==> src/rtl/wb_pkg.sv <==
// Shared types for the writeback stage: FSM states, load-size codes, held-instruction fields.
package wb_pkg;

  typedef enum logic [1:0] {
    EMPTY   = 2'd0,
    WAIT_LD = 2'd1,
    COMMIT  = 2'd2
  } wb_state_e;

  localparam logic [1:0] LD_BYTE = 2'b00;
  localparam logic [1:0] LD_HALF = 2'b01;
  localparam logic [1:0] LD_WORD = 2'b10;

  typedef struct packed {
    logic [4:0] rd;
    logic       reg_write;
    logic [1:0] ld_size;
    logic       ld_unsigned;
    logic [1:0] offset;
  } wb_hold_t;

endpackage

==> src/rtl/wb_load_align.sv <==
// Combinational load aligner: selects byte/half/word from the read word and extends it to N bits.
module load_align
  import wb_pkg::*;
#(
  parameter int N = 32
) (
  input  logic [N-1:0] ld_data,
  input  logic [1:0]   offset,
  input  logic [1:0]   size,
  input  logic         uns,
  output logic [N-1:0] value
);

  logic [7:0]  byte_sel;
  logic [15:0] half_sel;

  assign byte_sel = ld_data[{offset, 3'b000} +: 8];
  assign half_sel = ld_data[{offset[1], 4'b0000} +: 16];

  always_comb begin
    value = ld_data;
    case (size)
      LD_BYTE: value = uns ? {{(N-8){1'b0}}, byte_sel}  : {{(N-8){byte_sel[7]}}, byte_sel};
      LD_HALF: value = uns ? {{(N-16){1'b0}}, half_sel} : {{(N-16){half_sel[15]}}, half_sel};
      default: value = ld_data;
    endcase
  end

endmodule

==> src/rtl/wb_stage.sv <==
// Writeback stage: MEM/WB register, late-load wait, one-cycle register file commit, retire counter.
// Optional WB_FWD_EN drives the same-cycle bypass to decode; otherwise fwd_* are tied to 0.
module wb_stage
  import wb_pkg::*;
#(
  parameter int N     = 32,
  parameter int CNT_W = 32
) (
  input  logic             clk,
  input  logic             rst,
  input  logic             mem_valid,
  output logic             mem_ready,
  input  logic [4:0]       mem_rd,
  input  logic             mem_reg_write,
  input  logic             mem_to_reg,
  input  logic [N-1:0]     mem_alu_result,
  input  logic [1:0]       mem_ld_size,
  input  logic             mem_ld_unsigned,
  input  logic             ld_valid,
  input  logic [N-1:0]     ld_data,
  input  logic             wb_flush,
  output logic [4:0]       rf_rd,
  output logic             rf_write,
  output logic [N-1:0]     rf_wdata,
  output logic [CNT_W-1:0] retired_cnt,
  output logic             fwd_valid,
  output logic [4:0]       fwd_rd,
  output logic [N-1:0]     fwd_data
);

  wb_state_e      state, state_nxt;
  wb_hold_t       hold;
  logic           xfer, waiting;
  logic [N-1:0]   ld_aligned;
  logic [4:0]     wr_rd;
  logic           wr_rw;
  logic [N-1:0]   wr_data;

  assign waiting   = (state == WAIT_LD);
  assign mem_ready = ~waiting;
  assign xfer      = mem_valid & mem_ready & ~wb_flush;

  // One aligner serves both the same-cycle path and the late-load path.
  load_align #(.N(N)) u_align (
    .ld_data (ld_data),
    .offset  (waiting ? hold.offset      : mem_alu_result[1:0]),
    .size    (waiting ? hold.ld_size     : mem_ld_size),
    .uns     (waiting ? hold.ld_unsigned : mem_ld_unsigned),
    .value   (ld_aligned)
  );

  always_comb begin
    state_nxt = EMPTY;
    wr_rd     = mem_rd;
    wr_rw     = mem_reg_write;
    wr_data   = mem_to_reg ? ld_aligned : mem_alu_result;
    case (state)
      WAIT_LD: begin
        wr_rd   = hold.rd;
        wr_rw   = hold.reg_write;
        wr_data = ld_aligned;
        if (wb_flush)      state_nxt = EMPTY;
        else if (ld_valid) state_nxt = COMMIT;
        else               state_nxt = WAIT_LD;
      end
      default: begin
        if (xfer) state_nxt = (mem_to_reg & ~ld_valid) ? WAIT_LD : COMMIT;
      end
    endcase
  end

  always_ff @(posedge clk or negedge rst) begin
    if (!rst) begin
      state       <= EMPTY;
      hold        <= '0;
      rf_rd       <= '0;
      rf_write    <= 1'b0;
      rf_wdata    <= '0;
      retired_cnt <= '0;
    end else begin
      state    <= state_nxt;
      rf_write <= (state_nxt == COMMIT) & wr_rw;
      if (xfer)
        hold <= '{rd: mem_rd, reg_write: mem_reg_write, ld_size: mem_ld_size,
                  ld_unsigned: mem_ld_unsigned, offset: mem_alu_result[1:0]};
      if (state_nxt == COMMIT) begin
        rf_rd       <= wr_rd;
        rf_wdata    <= wr_data;
        retired_cnt <= retired_cnt + CNT_W'(1);
      end
    end
  end

`ifdef WB_FWD_EN
  // rf_write is high exactly in COMMIT with reg_write set.
  assign fwd_valid = rf_write;
  assign fwd_rd    = rf_rd;
  assign fwd_data  = rf_wdata;
`else
  assign fwd_valid = 1'b0;
  assign fwd_rd    = '0;
  assign fwd_data  = '0;
`endif

endmodule
==> config.mk <==
export PLATFORM = sky130hd
export DESIGN_NAME = wb_stage
export DESIGN_NICKNAME = d
export VERILOG_FILES = /design/src/rtl/wb_pkg.sv /design/src/rtl/wb_load_align.sv /design/src/rtl/wb_stage.sv
export SDC_FILE = /design/constraint.sdc
export NUM_CORES = 1
export LEC_CHECK = 0
export ABC_CLOCK_PERIOD_IN_PS = 1800
export CORE_ASPECT_RATIO = 1.75
export CORE_MARGIN = 8
export CORE_UTILIZATION = 41
export DETAILED_ROUTE_END_ITERATION = 6
export PLACE_DENSITY = 0.85
export SETUP_SLACK_MARGIN = 0.15
export SLEW_MARGIN = 25
export SYNTH_ARGS = -nofsm -noshare
export SYNTH_HDL_FRONTEND = slang
export SYNTH_SLANG_ARGS = --single-unit
==> constraint.sdc <==
create_clock -name clk -period 1.8 [get_ports clk]
set_input_delay 0.36 -clock clk [delete_from_list [all_inputs] [get_ports clk]]
set_output_delay 0.36 -clock clk [all_outputs]
set_load 0.01 [all_outputs]
==> impl_metrics.env, run 1 <==
export IMPL_tns_ns=-6.567
export IMPL_vias_per_cell=5.812
export IMPL_avgRoutedWirePerCell_um=21.23
export IMPL_hold_path_class="input port to async pin"
export IMPL_p_sw_share_pct=30.21
export IMPL_synth_area_per_cell_sq_um=10.04
export IMPL_dp_hpwl_um=13440
export IMPL_syn_area_sq_mm=0.005099
export IMPL_cp_slowest_cell="dfrtp_2"
export IMPL_max_cap_violations=0
export IMPL_place_congestion=0.9025
export IMPL_ant_nets=0
export IMPL_p_int_w=0.004389
export IMPL_n_fill_cell=939
export IMPL_synth_ff_type="dfrtp_1"
export IMPL_cts_root_buf="clkbuf_16"
export IMPL_layout_setup_ws_ns=-0.2669
export IMPL_max_freq_mhz=483.8
export IMPL_worstPathArrival_ns=2.29
export IMPL_cts_sink_count=83
export IMPL_clkPwrFrac_pct=31.4
export IMPL_ys_async_sr_fraction_pct=100.0
export IMPL_portBuffers=149
export IMPL_seq_area_sq_mm=0.002078
export IMPL_yosysUniqueCellTypes=60
export IMPL_worst_path_buf_inv=3
export IMPL_dieWidth_um=100.3
export IMPL_dpl_worst_slack_ns=-0.3798
export IMPL_track_usage_pct=22.35
export IMPL_skew_ns=0.005497
export IMPL_drt_iter0_drc=332
export IMPL_htreeDepth=3
export IMPL_grt_antenna_before_repair=1
export IMPL_crit_path_start="state[1]"
export IMPL_path_common_cell="buf_12"
export IMPL_layout_common_cells="88 x clkdlybuf4s50_1, 82 x dfrtp_1, 61 x buf_4"
export IMPL_drt_pass1_iter_count=5
export IMPL_drive_above_1_share_pct=28.79
export IMPL_clockBufferDepth=2
export IMPL_synth_edf_count=0
export IMPL_grt_pass1_wl_um=28540
export IMPL_start_util_pct=41.46
export IMPL_switchingPower_w=0.001900
export IMPL_die_y_um=163.5
export IMPL_postRouteWirelength_um=19000
export IMPL_p_per_area_mw_per_mm2=758.4
export IMPL_critPathKind="flip-flop to flip-flop"
export IMPL_finalHoldViolCount=0
export IMPL_area_growth_pct=62.63
export IMPL_rsz0062_at_grt="true"
export IMPL_grt_pass1_vias=5426
export IMPL_layout_nets=802
export IMPL_via_count=5202
export IMPL_io_pin_count=188
export IMPL_placed_cell_area_sq_mm=0.007183
export IMPL_finalSetupViolations=52
export IMPL_layout_commonest_cell="clkdlybuf4s50_1"
export IMPL_overflow=0
export IMPL_synth_warnings=0
export IMPL_grt_max_degree=84
export IMPL_synthesis_instances=508
export IMPL_post_route_period_util_pct=114.8
export IMPL_cts_made_buffers=9
export IMPL_drc=0
export IMPL_fin_crit_ns=2.067
export IMPL_crit_required_ns=2.02
export IMPL_drv_slew=0
export IMPL_start_kind="flip-flop"
export IMPL_status="finished with violations"
export IMPL_r2r_start="state[1]"
export IMPL_ir_drop_uv=534.9
export IMPL_stdcell_area_sq_mm=0.008292
export IMPL_multi_input_area_sq_mm=0.003187
export IMPL_cp_cell_sequence="nor2b_4 -> buf_12 -> clkinv_8 -> mux2i_4 -> buf_12 -> mux2i_2 -> o22ai_2 -> o221a_2"
export IMPL_p_leak_nw=3.765
export IMPL_die_area_sq_mm=0.01640
export IMPL_max_stage_delay_ns=0.46
export IMPL_power_frac_comb_pct=31.5
export IMPL_pwr_share_seq_pct=37.0
export IMPL_clk_pin_slew_ns=0.06
export IMPL_clk_latency_ns=0.34
export IMPL_core_area_sq_mm=0.01230
export IMPL_cp_top_family="multiplexers"
export IMPL_synth_seq_cells=83
export IMPL_worst_path_max_fanout=14
export IMPL_core_rowCount=54
export IMPL_violations="negative setup slack"
export IMPL_yosysSeqAreaShare_pct=40.74
export IMPL_cts_tree="built"
export IMPL_crit_path_end_kind="flip-flop"
## per-stage QoR
| step | hold slack, ns | util (%) | total power, W | std cells |
|---|---|---|---|---|
| after global routing | 0.08860 | 67.43 | 0.006578 | 895 |
| final | 0.04097 | 67.43 | 0.006288 | 895 |
| after CTS | 0.07376 | 63.59 | 0.006172 | 879 |
| after global placement | 0.4255 | 58.41 | 0.004082 | 851 |
| after detailed placement | 0.4306 | 58.41 | 0.004149 | 851 |
| after floorplan | 0.06441 | - | 0.003183 | 545 |
## flip-flops by register name (all words and copies together) (netlist names)
register	count
hold	11
retired_cnt	32
rf_rd	5
rf_wdata	32
rf_write	1
state	2
## per-layer routing
| metal | global-route usage [%] | wire length, um | vias to the layer above | part of all wire, % |
|---|---|---|---|---|
| li1 | - | - | 2283 | - |
| met1 | 23.36 | 6799 | 2563 | 36 |
| met3 | 4.524 | 1238 | 77 | 6.5 |
| met4 | 14.33 | 954 | 0 | 5.0 |
| met5 | 0 | 0 | - | 0 |
| met2 | 39.58 | 10010 | 279 | 53 |
## repair_timing
item                                    in CTS  in global routing
gates cloned                                 1                  3
setup buffers                               12                 12
endpoints found under the setup margin     108                102
hold buffers                                 0                  0
gates resized for setup                     97                 76
endpoints found under the hold margin        0                  0
pin swaps                                   15                 19
## Yosys cell counts (all sizes together), types with 4 or more instances
cell type / number / area share (%)
xor2: 6 / 1.0
nand4: 10 / 1.2
mux2: 12 / 2.7
o22ai: 7 / 0.86
a32oi: 16 / 2.7
buf: 61 / 8.6
inv: 5 / 0.47
and4: 4 / 0.69
and3: 5 / 0.61
a221oi: 16 / 2.7
a2bb2oi: 8 / 1.4
nand2: 57 / 4.2
nor2: 10 / 0.74
or3: 17 / 2.1
nand3: 10 / 0.98
o211ai: 24 / 3.6
a211o: 16 / 2.7
o221a: 7 / 1.5
o21ai: 11 / 1.2
mux2i: 16 / 3.4
a21oi: 15 / 1.8
clkbuf: 14 / 1.0
xnor2: 25 / 4.3
a31oi: 23 / 2.9
dfrtp: 83 / 41
## power groups by stage
stage / combinational (W) / sequential, W / clock, W
after global placement: 0.00176 / 0.00233 / 0
final: 0.00198 / 0.00233 / 0.00198
after CTS: 0.00186 / 0.00231 / 0.00201
after detailed placement: 0.00181 / 0.00234 / 0
after floorplan: 0.000777 / 0.00241 / 0
after global routing: 0.00211 / 0.00236 / 0.00211
## layout make-up
type,instances,share of cell area (%)
Multi-Input combinational cell,382,38.43
Timing Repair Buffer,240,29.53
Sequential cell,83,25.06
Clock buffer,11,2.927
Tap cell,168,2.535
Clock inverter,4,0.9054
Inverter,5,0.4980
Timing Repair inverter,1,0.07545
Antenna cell,1,0.03018
## final timing paths
kind	end	slack (ns)	cells after the start
worst max-delay path	rf_wdata[6]	-0.27	8
worst min-delay path	retired_cnt[4]	0.04	2
worst max register to register	rf_wdata[6]	-0.27	8
worst min register to register	retired_cnt[31]	0.47	1
max in group asynchronous	state[1]	1.36	2
min in group clk	retired_cnt[31]	0.47	1
## cell families (layout without fill, tap and decap cells)
logic type | after synthesis | in the layout | share of synthesized area, %
simple gates | 133 | 133 | 14.33
xor+xnor | 31 | 31 | 5.325
mux | 28 | 28 | 6.037
compound gates | 151 | 151 | 23.14
fa+ha+maj | 1 | 1 | 0.2454
other cells | 1 | 39 | 0.07355
flops | 83 | 83 | 40.74
buf+inv | 80 | 261 | 10.11
(Power assumes the default switching activity.)
==> run 2: changes to the inputs <==
CAP_MARGIN = 20   (was default)
==> results of run 2 <==
No change in the layout: final DEF, timing and power equal those of run 1.
